## config.mk

```make
export PLATFORM = sky130hd
export DESIGN_NAME = fifo_uart_drain
export DESIGN_NICKNAME = d
export VERILOG_FILES = /design/src/rtl/fifo_uart_drain.sv
export SDC_FILE = /design/constraint.sdc
export NUM_CORES = 1
export LEC_CHECK = 0
export BUFFER_PORTS_ARGS = -buffer_cell sky130_fd_sc_hd__clkbuf_2
export CAP_MARGIN = 10
export CORE_MARGIN = 5
export CORE_UTILIZATION = 30
export CTS_BUF_LIST = sky130_fd_sc_hd__clkbuf_8
export CTS_CLUSTER_SIZE = 16
export DETAILED_ROUTE_END_ITERATION = 10
export PLACE_DENSITY = 0.54
export SYNTH_ARGS = -nofsm -noshare
export SYNTH_HDL_FRONTEND = slang
export SYNTH_SLANG_ARGS = --single-unit
```

## constraint.sdc

```tcl
create_clock -name clk_d -period 3.5 [get_ports clk_d]
set_input_delay 0.525 -clock clk_d [delete_from_list [all_inputs] [get_ports clk_d]]
set_output_delay 0.525 -clock clk_d [all_outputs]
set_load 0.005 [all_outputs]
```

## src/rtl/fifo_uart_drain.sv

```systemverilog
// rtl/fifo_uart_drain.sv - drains bytes from the async FIFO read side into UART 8N1 frames
module fifo_uart_drain #(
    parameter int CLKS_PER_BIT = 16,
    parameter int DATA_W       = 8,
    parameter int RD_LATENCY   = 1
) (
    input  logic              clk_d,
    input  logic              rst_n,
    input  logic              en,
    input  logic              read_permission,
    output logic              read_signal,
    input  logic [DATA_W-1:0] fifo_data,
    output logic              tx,
    output logic              busy,
    output logic [15:0]       byte_count
);

    localparam int BAUD_W = (CLKS_PER_BIT > 1) ? $clog2(CLKS_PER_BIT) : 1;
    localparam logic [BAUD_W-1:0] BAUD_LAST = BAUD_W'(CLKS_PER_BIT - 1);
    localparam logic [1:0]        WAIT_LAST = 2'(RD_LATENCY - 1);

    typedef enum logic [2:0] {IDLE, REQ, WAIT, START, DATA, STOP} state_t;

    state_t              state, state_next;
    logic [BAUD_W-1:0]   baud_cnt, baud_next;
    logic [2:0]          bit_cnt, bit_next;
    logic [1:0]          wait_cnt, wait_next;
    logic [DATA_W-1:0]   shift_reg, shift_next;
    logic                cnt_inc;
    logic                tx_next;
    logic                baud_last;

    assign baud_last = (baud_cnt == BAUD_LAST);

    always_ff @(posedge clk_d or negedge rst_n) begin
        if (!rst_n) begin
            state       <= IDLE;
            baud_cnt    <= '0;
            bit_cnt     <= '0;
            wait_cnt    <= '0;
            shift_reg   <= '0;
            tx          <= 1'b1;
            read_signal <= 1'b0;
            busy        <= 1'b0;
            byte_count  <= '0;
        end else begin
            state       <= state_next;
            baud_cnt    <= baud_next;
            bit_cnt     <= bit_next;
            wait_cnt    <= wait_next;
            shift_reg   <= shift_next;
            tx          <= tx_next;
            read_signal <= (state_next == REQ);
            busy        <= (state_next != IDLE);
            if (cnt_inc) begin
                byte_count <= byte_count + 16'd1;
            end
        end
    end

    // Outputs are registered from next-state values so they line up with the state they describe.
    always_comb begin
        state_next = state;
        baud_next  = baud_cnt;
        bit_next   = bit_cnt;
        wait_next  = wait_cnt;
        shift_next = shift_reg;
        cnt_inc    = 1'b0;
        case (state)
            IDLE: begin
                if (en && read_permission) begin
                    state_next = REQ;
                end
            end
            REQ: begin
                wait_next  = '0;
                state_next = WAIT;
            end
            WAIT: begin
                if (wait_cnt == WAIT_LAST) begin
                    shift_next = fifo_data;
                    baud_next  = '0;
                    state_next = START;
                end else begin
                    wait_next = wait_cnt + 2'd1;
                end
            end
            START: begin
                if (baud_last) begin
                    baud_next  = '0;
                    bit_next   = '0;
                    state_next = DATA;
                end else begin
                    baud_next = baud_cnt + 1'b1;
                end
            end
            DATA: begin
                if (baud_last) begin
                    baud_next  = '0;
                    shift_next = shift_reg >> 1;
                    if (bit_cnt == 3'd7) begin
                        state_next = STOP;
                    end else begin
                        bit_next = bit_cnt + 3'd1;
                    end
                end else begin
                    baud_next = baud_cnt + 1'b1;
                end
            end
            STOP: begin
                if (baud_last) begin
                    baud_next  = '0;
                    cnt_inc    = 1'b1;
                    state_next = IDLE;
                end else begin
                    baud_next = baud_cnt + 1'b1;
                end
            end
            default: state_next = IDLE;
        endcase

        case (state_next)
            START:   tx_next = 1'b0;
            DATA:    tx_next = shift_next[0];
            default: tx_next = 1'b1;
        endcase
    end

endmodule

```

Word-level counts from Yosys, hierarchy flattened
Cells that the tools add are included.
{ "op_classes": {"mux": 22, "add_sub_neg": 4, "eq_ne": 15, "reduce_logical": 13} }
{ "ops": {"columns": ["operator", "count"], "rows": [
  ["3-bit 2-to-1 mux", 9],
  ["3-bit one-hot mux with 6 select lines", 1],
  ["16-bit by 1-bit adder with 16-bit output (second input constant)", 1],
  ["8-bit 2-to-1 mux", 2],
  ["8-bit one-hot mux with 2 select lines", 1],
  ["3-bit == test (second input constant)", 4],
  ["2-bit inequality test (second input constant)", 5],
  ["3-bit by 2-bit == test with 1-bit output (second input constant)", 3],
  ["4-bit 2-to-1 mux", 2],
  ["4-bit one-hot mux with 2 select lines", 1],
  ["2-bit nonzero test", 4],
  ["3-bit by 1-bit == test with 1-bit output (second input constant)", 2],
  ["3-bit one-hot mux with 2 select lines", 1],
  ["4-bit by 1-bit adder with 4-bit output (second input constant)", 1],
  ["4-bit == test (second input constant)", 1],
  ["2-bit one-hot mux with 2 select lines", 1],
  ["2-bit AND reduction", 2],
  ["4-bit AND reduction", 1],
  ["3-bit by 1-bit adder with 3-bit output (second input constant)", 1],
  ["3-bit logical NOT", 1],
  ["3-bit AND reduction", 1],
  ["3-bit nonzero test", 1],
  ["3-bit OR reduction", 1],
  ["2-bit by 1-bit adder with 2-bit output (second input constant)", 1],
  ["5 further kinds", 6]
]} }
{ "word_totals": {"wordCells": 64, "out_inout_bits": 19, "input_bits": 12, "ff_bits": 39} }

Logic depth before layout (Yosys ltp)
Gate-level depths: netlist of the first run.
{ "depth": {"depth_word": 6, "mapped_depth": 7, "depth_no_buf": 6} }

Worst setup path after synthesis of the first run
No wires, ideal clock.
{ "synth_timing": {"path_type": "flip-flop to flip-flop", "from": "reg baud_cnt[1]", "to": "reg byte_count[15]", "n_path_buf": 0, "path_stages_with_launch": 6, "t_arrival_ns": 1.605, "setup_time_ns": 0.123, "synth_period_minus_slack_ns": 1.727, "required_ns": 3.377, "slack_ns": 1.773, "cell_sequence": "dfrtp_1 -> ha_1 -> nand3_4 -> nor4_4 -> or3b_1 -> xnor2_1"} }
{ "synth_between": {"elab_chain_cells": 3} }
{ "synth_rtl": {"columns": ["item", "line", "rtl"], "rows": [
  ["start: declaration", "25", "logic [BAUD_W-1:0] baud_cnt, baud_next;"],
  ["start signal: assignment", "48", "baud_cnt <= baud_next;"],
  ["4-bit == test", "33", "assign baud_last = (baud_cnt == BAUD_LAST);"],
  ["1-bit 2-to-1 mux", "111", "if (baud_last) begin"],
  ["1-bit 2-to-1 mux", "69", "case (state)"],
  ["end signal: assignment", "56", "byte_count <= byte_count + 16'd1;"],
  ["end: declaration", "15", "output logic [15:0] byte_count"]
]} }
Every way passes these cells.
A chain may end at the register's enable or synchronous reset.

Worst setup path after layout of the first run
{ "layout_timing": {"from": "reg state[0]", "to": "reg byte_count[15]"} }
{ "layout_between": {"elab_chain_cells": 2} }
{ "layout_rtl": {"columns": ["item", "line", "rtl"], "rows": [
  ["start: declaration", "24", "state_t state, state_next;"],
  ["start signal: assignment", "47", "state <= state_next;"],
  ["3-bit == test", "69", null],
  ["1-bit 2-to-1 mux", "69", null]
]} }
Every way passes these cells.

==> flow_metrics.tcl, run 1 <==
set metrics [dict create \
    hold_viol 0 \
    drive_gt1_share_pct 23.9 \
    synthAdderAreaFrac_pct 3.26 \
    setup_violations 0 \
    final_util_pct 36.0 \
    grt_first_pass_wirelength_um 6420 \
    yosys_warnings 0 \
    critPathRequiredTime_ps 3680 \
    clk_latency_ps 290 \
    dr_total_vias 1411 \
    cts-resized-gates 0 \
    grt_pass1_vias 1312 \
    dr.pass1.iters 4 \
    synthMuxAreaShare_pct 2.21 \
    ant_nets 0 \
    peakVddDrop_v 0.000292 \
    skew_ps 7.15 \
    postCtsSetupRepairBufs 0 \
    drv_cap 0 \
    worstMarginPinSlew_ps 984 \
    cts_tree "yes" \
    cts.hold.buffers_added 0 \
    cp-end-kind "flop" \
    p_leak_nw 1.13 \
    finalWorstSetupSlack_ps 1560 \
    core_area_um2 6280 \
    synth_edf_count 0 \
    drt_wl_total_um 3730 \
    hp-class "in2async" \
    finalNonFillerCells 286 \
    diodes 0 \
    power_density_nw_per_um2 584 \
    grt.overflow.total 0 \
    setup_tns_ps 0 \
    drtIter0Drc 55 \
    dpl.cell_count 278 \
    syn_area_um2 1920 \
    min_period_ps 1940 \
    synth-compound-area-share_pct 15.2 \
    max_freq_mhz 514 \
    ys_ff_latch 39 \
    fin_nets 225 \
    start_util_pct 30.6 \
    synth.avg_cell_area_um2 10.9 \
    critPathArrivalTime_ps 2120 \
    synth_nets 194 \
    synthDistinctLibCells 45 \
    yosysSeqAreaShare_pct 50.8 \
    drv_slew 0 \
    dp_slack_ps 1550 \
    synth-xor-area-share_pct 6.84 \
    worstSetupPathType "reg2reg" \
    startpoint_type "flop" \
    synth_top_family_by_area "simple AND/OR/NAND/NOR gates" \
    numPortBuffers 30 \
    path_max_fanout 18 \
    drc 0 \
    period_share_pct 55.5 \
    largest_reg_flops 16 \
    wl_per_cell_um 13.0 \
    synth-simple-area-share_pct 17.6 \
    grt_max_degree 40 \
    ys_async_sr_fraction_pct 100 \
    antenna_found_initial 0 \
    dieArea_um2 8110 \
    ys.flop_type "dfrtp_1" \
    fillers 651 \
    rows 29 \
    io_pins 31 \
    syn_inst 177 \
    clk_pin_slew_worst_paths_ps 80 \
    cts_buffers 5 \
    cts_sinks 39 \
    cts_root_buf "clkbuf_8" \
    rsz0062_at_grt "false" \
    dpl.hpwl_um 2730 \
    grt_usage_pct 9.42 \
    die_y_um 90.0 \
    syn_to_final_growth_pct 17.6 \
    die_w_um 90.0 \
    routabilityCongestion 0.792 \
    htreeDepth 2 \
    viasPerCell 4.93 \
    power_mw 1.32 \
    max_slew_margin_pct 34.4 \
    outcome "complete, no violations" \
    clk_path_buf_depth 2 \
]
area by class of cell:
type | count | area (µm²) | share of cell area [%]
flip-flops and latches | 39 | 977 | 43.2
multi-input cells | 119 | 867 | 38.4
repair buffers | 31 | 158 | 6.97
well taps | 77 | 96.3 | 4.26
clock buffers | 6 | 82.6 | 3.65
inverters | 12 | 45.0 | 1.99
clock inverters | 2 | 35.0 | 1.55
layout by cell type (no fill, tap or decap), types with 2 or more instances in the layout:
| master | Yosys | final |
|---|---|---|
| a211oi_1 | 2 | 2 |
| a21bo_2 | 2 | 2 |
| a21o_1 | 7 | 7 |
| a21oi_1 | 3 | 3 |
| a22o_1 | 7 | 7 |
| a31oi_1 | 2 | 2 |
| a32oi_1 | 2 | 2 |
| and3_1 | 2 | 2 |
| clkbuf_2 | 1 | 30 |
| clkbuf_8 | 0 | 6 |
| dfrtp_1 | 38 | 38 |
| ha_1 | 5 | 5 |
| inv_1 | 12 | 12 |
| mux2_2 | 2 | 2 |
| mux2i_1 | 2 | 2 |
| nand2_1 | 12 | 12 |
| nand2b_1 | 5 | 5 |
| nand3_1 | 5 | 5 |
| nand4_1 | 5 | 5 |
| nor2_1 | 7 | 7 |
| nor3_1 | 7 | 7 |
| o21ai_0 | 7 | 7 |
| o22ai_1 | 2 | 2 |
| xnor2_1 | 8 | 8 |
| xor2_1 | 7 | 7 |
logic make-up (layout without fill, tap and decap cells):
logic type,count (synthesis),after routing
mux,4,4
fa+ha+maj,5,5
xor+xnor,15,15
simple gates,55,55
buf+inv,19,51
compound gates,40,40
flops,39,39
through the flow:
step	area, µm²	hold WS (ps)
after CTS	2260	426
after global placement	2140	470
after global routing	2260	479
after detailed placement	2140	471
after floorplan	1920	229
final	2260	383
worst max-delay path, stage by stage (launching register included):
cell	delay, ps
dfrtp_1	670
nand3b_2	220
nor4_4	400
or3b_1	400
xnor2_1	130
synth_stat cells (all sizes together), types with 2 or more instances:
cell | count | area, µm²
a211oi | 2 | 15.0
a21bo | 2 | 20.0
a21o | 7 | 52.6
a21oi | 3 | 15.0
a22o | 7 | 61.3
a31oi | 2 | 12.5
a32oi | 2 | 17.5
and3 | 2 | 12.5
buf | 4 | 20.0
clkbuf | 3 | 12.5
dfrtp | 38 | 951
ha | 5 | 62.6
inv | 12 | 45.0
mux2 | 2 | 22.5
mux2i | 2 | 20.0
nand2 | 12 | 45.0
nand2b | 5 | 31.3
nand3 | 6 | 42.5
nand4 | 6 | 43.8
nor2 | 7 | 26.3
nor3 | 8 | 45.0
nor4 | 2 | 27.5
o21ai | 7 | 35.0
o22ai | 2 | 12.5
xnor2 | 8 | 70.1
xor2 | 7 | 61.3
worst paths after layout:
kind | startpoint | endpoint | slack, ps | cells after the start
worst max-delay path | state[0]$_DFF_PN0_ | byte_count[15]$_DFFE_PN0P_ | 1560 | 4
worst min-delay path | rst_n | byte_count[10]$_DFFE_PN0P_ | 380 | 1
worst max register to register | state[0]$_DFF_PN0_ | byte_count[15]$_DFFE_PN0P_ | 1560 | 4
worst min register to register | byte_count[15]$_DFFE_PN0P_ | byte_count[15]$_DFFE_PN0P_ | 470 | 1
max in group asynchronous | rst_n | shift_reg[1]$_DFFE_PN0P_ | 2510 | 1
min in group clk_d | fifo_data[7] | shift_reg[7]$_DFFE_PN0P_ | 460 | 2
power breakdown:
group	internal (mW)	switching (mW)
registers	0.534	0.0856
clock network	0.231	0.155
logic	0.155	0.160
total	0.920	0.401
per-layer routing:
layer	vias up	wire, µm	track usage, %
met5	-	0	0
met4	0	37	2.23
met2	37	1670	14.6
met3	6	232	3.34
met1	664	1790	12.6
li1	704	-	-
Power figures use the tool's default switching activity.
==> run 2, diff against run 1 <==
==> constraint.sdc (replaced) <==
create_clock -name clk_d -period 1.85 [get_ports clk_d]
set_input_delay 0.2775 -clock clk_d [delete_from_list [all_inputs] [get_ports clk_d]]
set_output_delay 0.2775 -clock clk_d [all_outputs]
set_load 0.005 [all_outputs]
==> flow_metrics.tcl, run 2 (synthesis gave the netlist of run 1 again) <==
set metrics [dict create \
    max_slew_margin_pct 65.7 \
    cp-end-kind "flop" \
    antenna_found_initial 0 \
    drive_gt1_share_pct 30.5 \
    clk_latency_ps 290 \
    wl_per_cell_um 13.3 \
    dpl.hpwl_um 2840 \
    p_leak_nw 1.20 \
    setup_tns_ps 0 \
    fin_nets 236 \
    power_density_nw_per_um2 1090 \
    finalWorstSetupSlack_ps 83.5 \
    ant_nets 0 \
    numPortBuffers 30 \
    drv_cap 0 \
    die_y_um 90.0 \
    grt_max_degree 40 \
    io_pins 31 \
    largest_reg_flops 16 \
    routabilityCongestion 0.753 \
    top_layer "met4" \
    path_max_fanout 7 \
    wl_met2_um 1800 \
    cts_root_buf "clkbuf_8" \
    fin_hold_ws_ps 30.5 \
    dr_wl_met3_um 215 \
    rsz0062_at_grt "false" \
    dpl.cell_count 289 \
    cts.hold.buffers_added 0 \
    cts_sinks 39 \
    clk_pin_slew_worst_paths_ps 80 \
    critPathRequiredTime_ps 2070 \
    finalNonFillerCells 297 \
    htreeDepth 2 \
    grt_usage_pct 10.2 \
    final_common_cell "dfrtp_1" \
    grt_first_pass_wirelength_um 7030 \
    cts_buffers 5 \
    drc 0 \
    hp-class "in2async" \
    drt_wl_total_um 3940 \
    core_area_um2 6280 \
    drv_slew 0 \
    postCtsSetupRepairBufs 0 \
    grt_pass1_vias 1450 \
    max_freq_mhz 566 \
    final_cell_mix "dfrtp_1, clkbuf_2, inv_1, nand2_1, buf_4" \
    skew_ps 5.96 \
    critPathArrivalTime_ps 1980 \
    period_share_pct 95.5 \
    die_w_um 90.0 \
    setup_violations 0 \
    clk_path_buf_depth 2 \
    start_util_pct 30.6 \
    diodes 0 \
    min_period_ps 1770 \
    drtIter0Drc 30 \
    worstSetupPathType "reg2reg" \
    worstMarginPinSlew_ps 514 \
    drt-met1-wl_um 1880 \
    peakVddDrop_v 0.000620 \
    outcome "complete, no violations" \
    syn_to_final_growth_pct 24.0 \
    rows 29 \
    dr.pass1.iters 4 \
    hold_viol 0 \
    dieArea_um2 8110 \
    viasPerCell 4.91 \
    startpoint_type "flop" \
    dr_total_vias 1458 \
    grt.overflow.total 0 \
    dp_slack_ps 12.6 \
    final_util_pct 38.0 \
    cts_tree "yes" \
]
[run 2: cell count changes in the layout (fill, tap and decap cells not counted), sizes merged]
cell,delta
buf,+11
[run 2: final cells by class]
type	instances	area (µm²)
clock buffers	6	82.6
clock inverters	2	35.0
fillers	628	3890
inverters	12	45.0
multi-input cells	119	907
flip-flops and latches	39	977
well taps	77	96.3
repair buffers	42	240
[run 2: timing repair]
item                       in CTS  in global routing
setup endpoints to repair       1                  9
cloned                          0                  0
gates resized for setup         1                  7
pin swaps                       0                  1
hold endpoints to repair        0                  0
[run 2: worst max-delay path, stage by stage (launching register included)]
cell     delay, ps
dfrtp_1        390
ha_2           250
nand3_4        130
or4_4          560
nor3_1         200
xor2_1         160
[run 2: worst paths after layout]
| kind | startpoint | depth (start not counted) | end | slack, ps |
|---|---|---|---|---|
| worst max-delay path | baud_cnt[1]$_DFFE_PN0P_ | 5 | byte_count[12]$_DFFE_PN0P_ | 80 |
| worst min-delay path | rst_n | 2 | byte_count[12]$_DFFE_PN0P_ | 30 |
| worst max register to register | baud_cnt[1]$_DFFE_PN0P_ | 5 | byte_count[12]$_DFFE_PN0P_ | 80 |
| worst min register to register | byte_count[15]$_DFFE_PN0P_ | 1 | byte_count[15]$_DFFE_PN0P_ | 480 |
| max in group asynchronous | rst_n | 2 | tx$_DFF_PN1_ | 1450 |
| min in group clk_d | fifo_data[7] | 2 | shift_reg[7]$_DFFE_PN0P_ | 210 |
[run 2: power by group]
group / leakage [nW] / total [mW] / internal (mW) / switching, mW
clock network: 0.0612 / 0.743 / 0.437 / 0.306
registers: 0.508 / 1.13 / 1.01 / 0.115
logic: 0.636 / 0.730 / 0.354 / 0.376
total: 1.20 / 2.60 / 1.80 / 0.797
[run 2: metrics by stage]
stage | power, mW | cell area, µm²
after global routing | 2.78 | 2380
after global placement | 1.83 | 2230
after CTS | 2.61 | 2350
after detailed placement | 1.85 | 2230
after floorplan | 1.64 | 1920
final | 2.60 | 2380
[run 2: routing by layer]
layer | up-vias | GRT usage (%)
met1 | 694 | 13.9
met3 | 7 | 3.17
met2 | 33 | 15.7
li1 | 724 | -
met5 | - | 0
met4 | 0 | 2.98
==> run 3, diff against run 2 <==
--- a/config.mk
+++ b/config.mk
@@ -7,6 +7,7 @@
 export LEC_CHECK = 0
 export BUFFER_PORTS_ARGS = -buffer_cell sky130_fd_sc_hd__clkbuf_2
 export CAP_MARGIN = 10
+export CORE_ASPECT_RATIO = 1.75
 export CORE_MARGIN = 5
 export CORE_UTILIZATION = 30
 export CTS_BUF_LIST = sky130_fd_sc_hd__clkbuf_8
==> flow_metrics.tcl, run 3 (synthesis gave the netlist of run 1 again) <==
set metrics [dict create \
    outcome "complete, no violations" \
    dpl.hpwl_um 3200 \
    worstPathCellList "ha_2, nand3_4, or4_4, nor3_1, xor2_1" \
    drive_gt1_share_pct 29.3 \
    setup_tns_ps 0 \
    post-route-cell-area_um2 2410 \
    worstMarginPinSlew_ps 564 \
    setup_violations 0 \
    grt_usage_pct 11.0 \
    final_util_pct 38.7 \
    hold_viol 0 \
    start_util_pct 30.9 \
    finalNonFillerCells 305 \
    numPortBuffers 30 \
    final_cell_mix "dfrtp_1, clkbuf_2, buf_4" \
    drt_wl_total_um 4070 \
    clk_path_buf_depth 2 \
    cts_sinks 39 \
    skew_ps 7.15 \
    clk_latency_ps 290 \
    drc 0 \
    hold_start "fifo_data[7]" \
    fin_hold_ws_ps 222 \
    io_pins 31 \
    viasPerCell 4.79 \
    dr.pass1.iters 4 \
    die_w_um 70.5 \
    min_period_ps 1770 \
    rows 38 \
    dpl.cell_count 296 \
    grt_max_degree 23 \
    postPlaceCellArea_um2 2260 \
    crit_start "baud_cnt[0]$_DFFE_PN0P_" \
    cts_tree "yes" \
    fin_nets 241 \
    dieArea_um2 8170 \
    critPathRequiredTime_ps 2070 \
    peakVddDrop_v 0.000469 \
    slowest_stage "or4_4" \
    p_clk_share_pct 30.9 \
    combPwrFrac_pct 26.3 \
    htreeDepth 2 \
    grt_first_pass_wirelength_um 7160 \
    startpoint_type "flop" \
    p_leak_nw 1.22 \
    period_share_pct 95.8 \
    critPathArrivalTime_ps 2000 \
    core_area_um2 6230 \
    critPathBufInv 0 \
    max_stage_delay_ps 550 \
    path_max_fanout 8 \
    grt_pass1_vias 1586 \
    rsz0062_at_grt "true" \
    max_slew_margin_pct 62.4 \
    diodes 0 \
    max_freq_mhz 564 \
    hp-class "in2reg" \
    syn_to_final_growth_pct 25.5 \
    r2r-start "baud_cnt[0]$_DFFE_PN0P_" \
    antenna_found_initial 0 \
    clk_pin_slew_worst_paths_ps 80 \
    cts_root_buf "clkbuf_8" \
    wl_per_cell_um 13.4 \
    internal-power_mw 1.91 \
    drv_slew 0 \
    cts_buffers 5 \
    dr_total_vias 1460 \
    largest_reg_flops 16 \
    drv_cap 0 \
    worstSetupPathType "reg2reg" \
    routabilityCongestion 0.811 \
    p_sw_uw 789 \
    ant_nets 0 \
    crit_family "simple AND/OR/NAND/NOR gates" \
    die_y_um 116 \
    power_density_nw_per_um2 1120 \
    netSwitchingFraction_pct 29.3 \
    seqPwrFrac_pct 42.8 \
    postCtsSetupRepairBufs 0 \
    cp-end-kind "flop" \
    drtIter0Drc 61 \
    grt.overflow.total 0 \
    final_common_cell "dfrtp_1" \
]
-- run 3: cell type report --
cell class | instances | area (µm²)
clock inverters | 3 | 63.8
clock buffers | 5 | 68.8
multi-input cells | 119 | 876
repair buffers | 47 | 280
flip-flops and latches | 39 | 977
fillers | 646 | 3820
inverters | 12 | 45.0
well taps | 80 | 100
-- run 3: metrics by stage --
step | setup WS, ps | total power [mW]
CTS | 46.9 | 2.74
global route | -47.6 | 2.89
finish | 77.6 | 2.70
floorplan | 123 | 1.64
global placement | 23.2 | 1.87
detailed placement | 21.4 | 1.88
-- run 3: worst reg2reg max path: stages, from the launching register on --
cell	delay, ps
dfrtp_1	400
ha_2	250
nand3_4	140
or4_4	550
nor3_1	190
xor2_1	160
-- run 3: power by group through the flow --
stage / clock (mW) / combinational [mW] / sequential (mW)
2_1_floorplan: 0 / 0.528 / 1.11
3_3_place_gp: 0 / 0.698 / 1.17
3_5_place_dp: 0 / 0.715 / 1.17
4_1_cts: 0.869 / 0.720 / 1.15
5_1_grt: 0.901 / 0.807 / 1.18
6_report: 0.835 / 0.709 / 1.15
-- run 3: routing by layer --
layer  wire length (µm)  part of all wire [%]  GRT usage [%]
met5                  0                     0              0
met4                 97                   2.4           5.37
met3                167                   4.1           2.52
met2               2230                    55           20.8
met1               1570                    39           11.2
-- run 3: timing repair --
action / CTS / global route
hold endpoints to repair: 19 / 0
gates resized for setup: 1 / 1
setup endpoints to repair: 2 / 6
hold buffers: 1 / 0
pin swaps: 0 / 0
-- run 3: worst paths after layout --
check / end / slack [ps] / depth (start not counted)
min: shift_reg[7]$_DFFE_PN0P_ / 220 / 2
max: byte_count[8]$_DFFE_PN0P_ / 80 / 5
max in group asynchronous: shift_reg[5]$_DFFE_PN0P_ / 760 / 3
min in group asynchronous: byte_count[1]$_DFFE_PN0P_ / 500 / 2
max reg2reg: byte_count[8]$_DFFE_PN0P_ / 80 / 5
min reg2reg: byte_count[15]$_DFFE_PN0P_ / 470 / 1
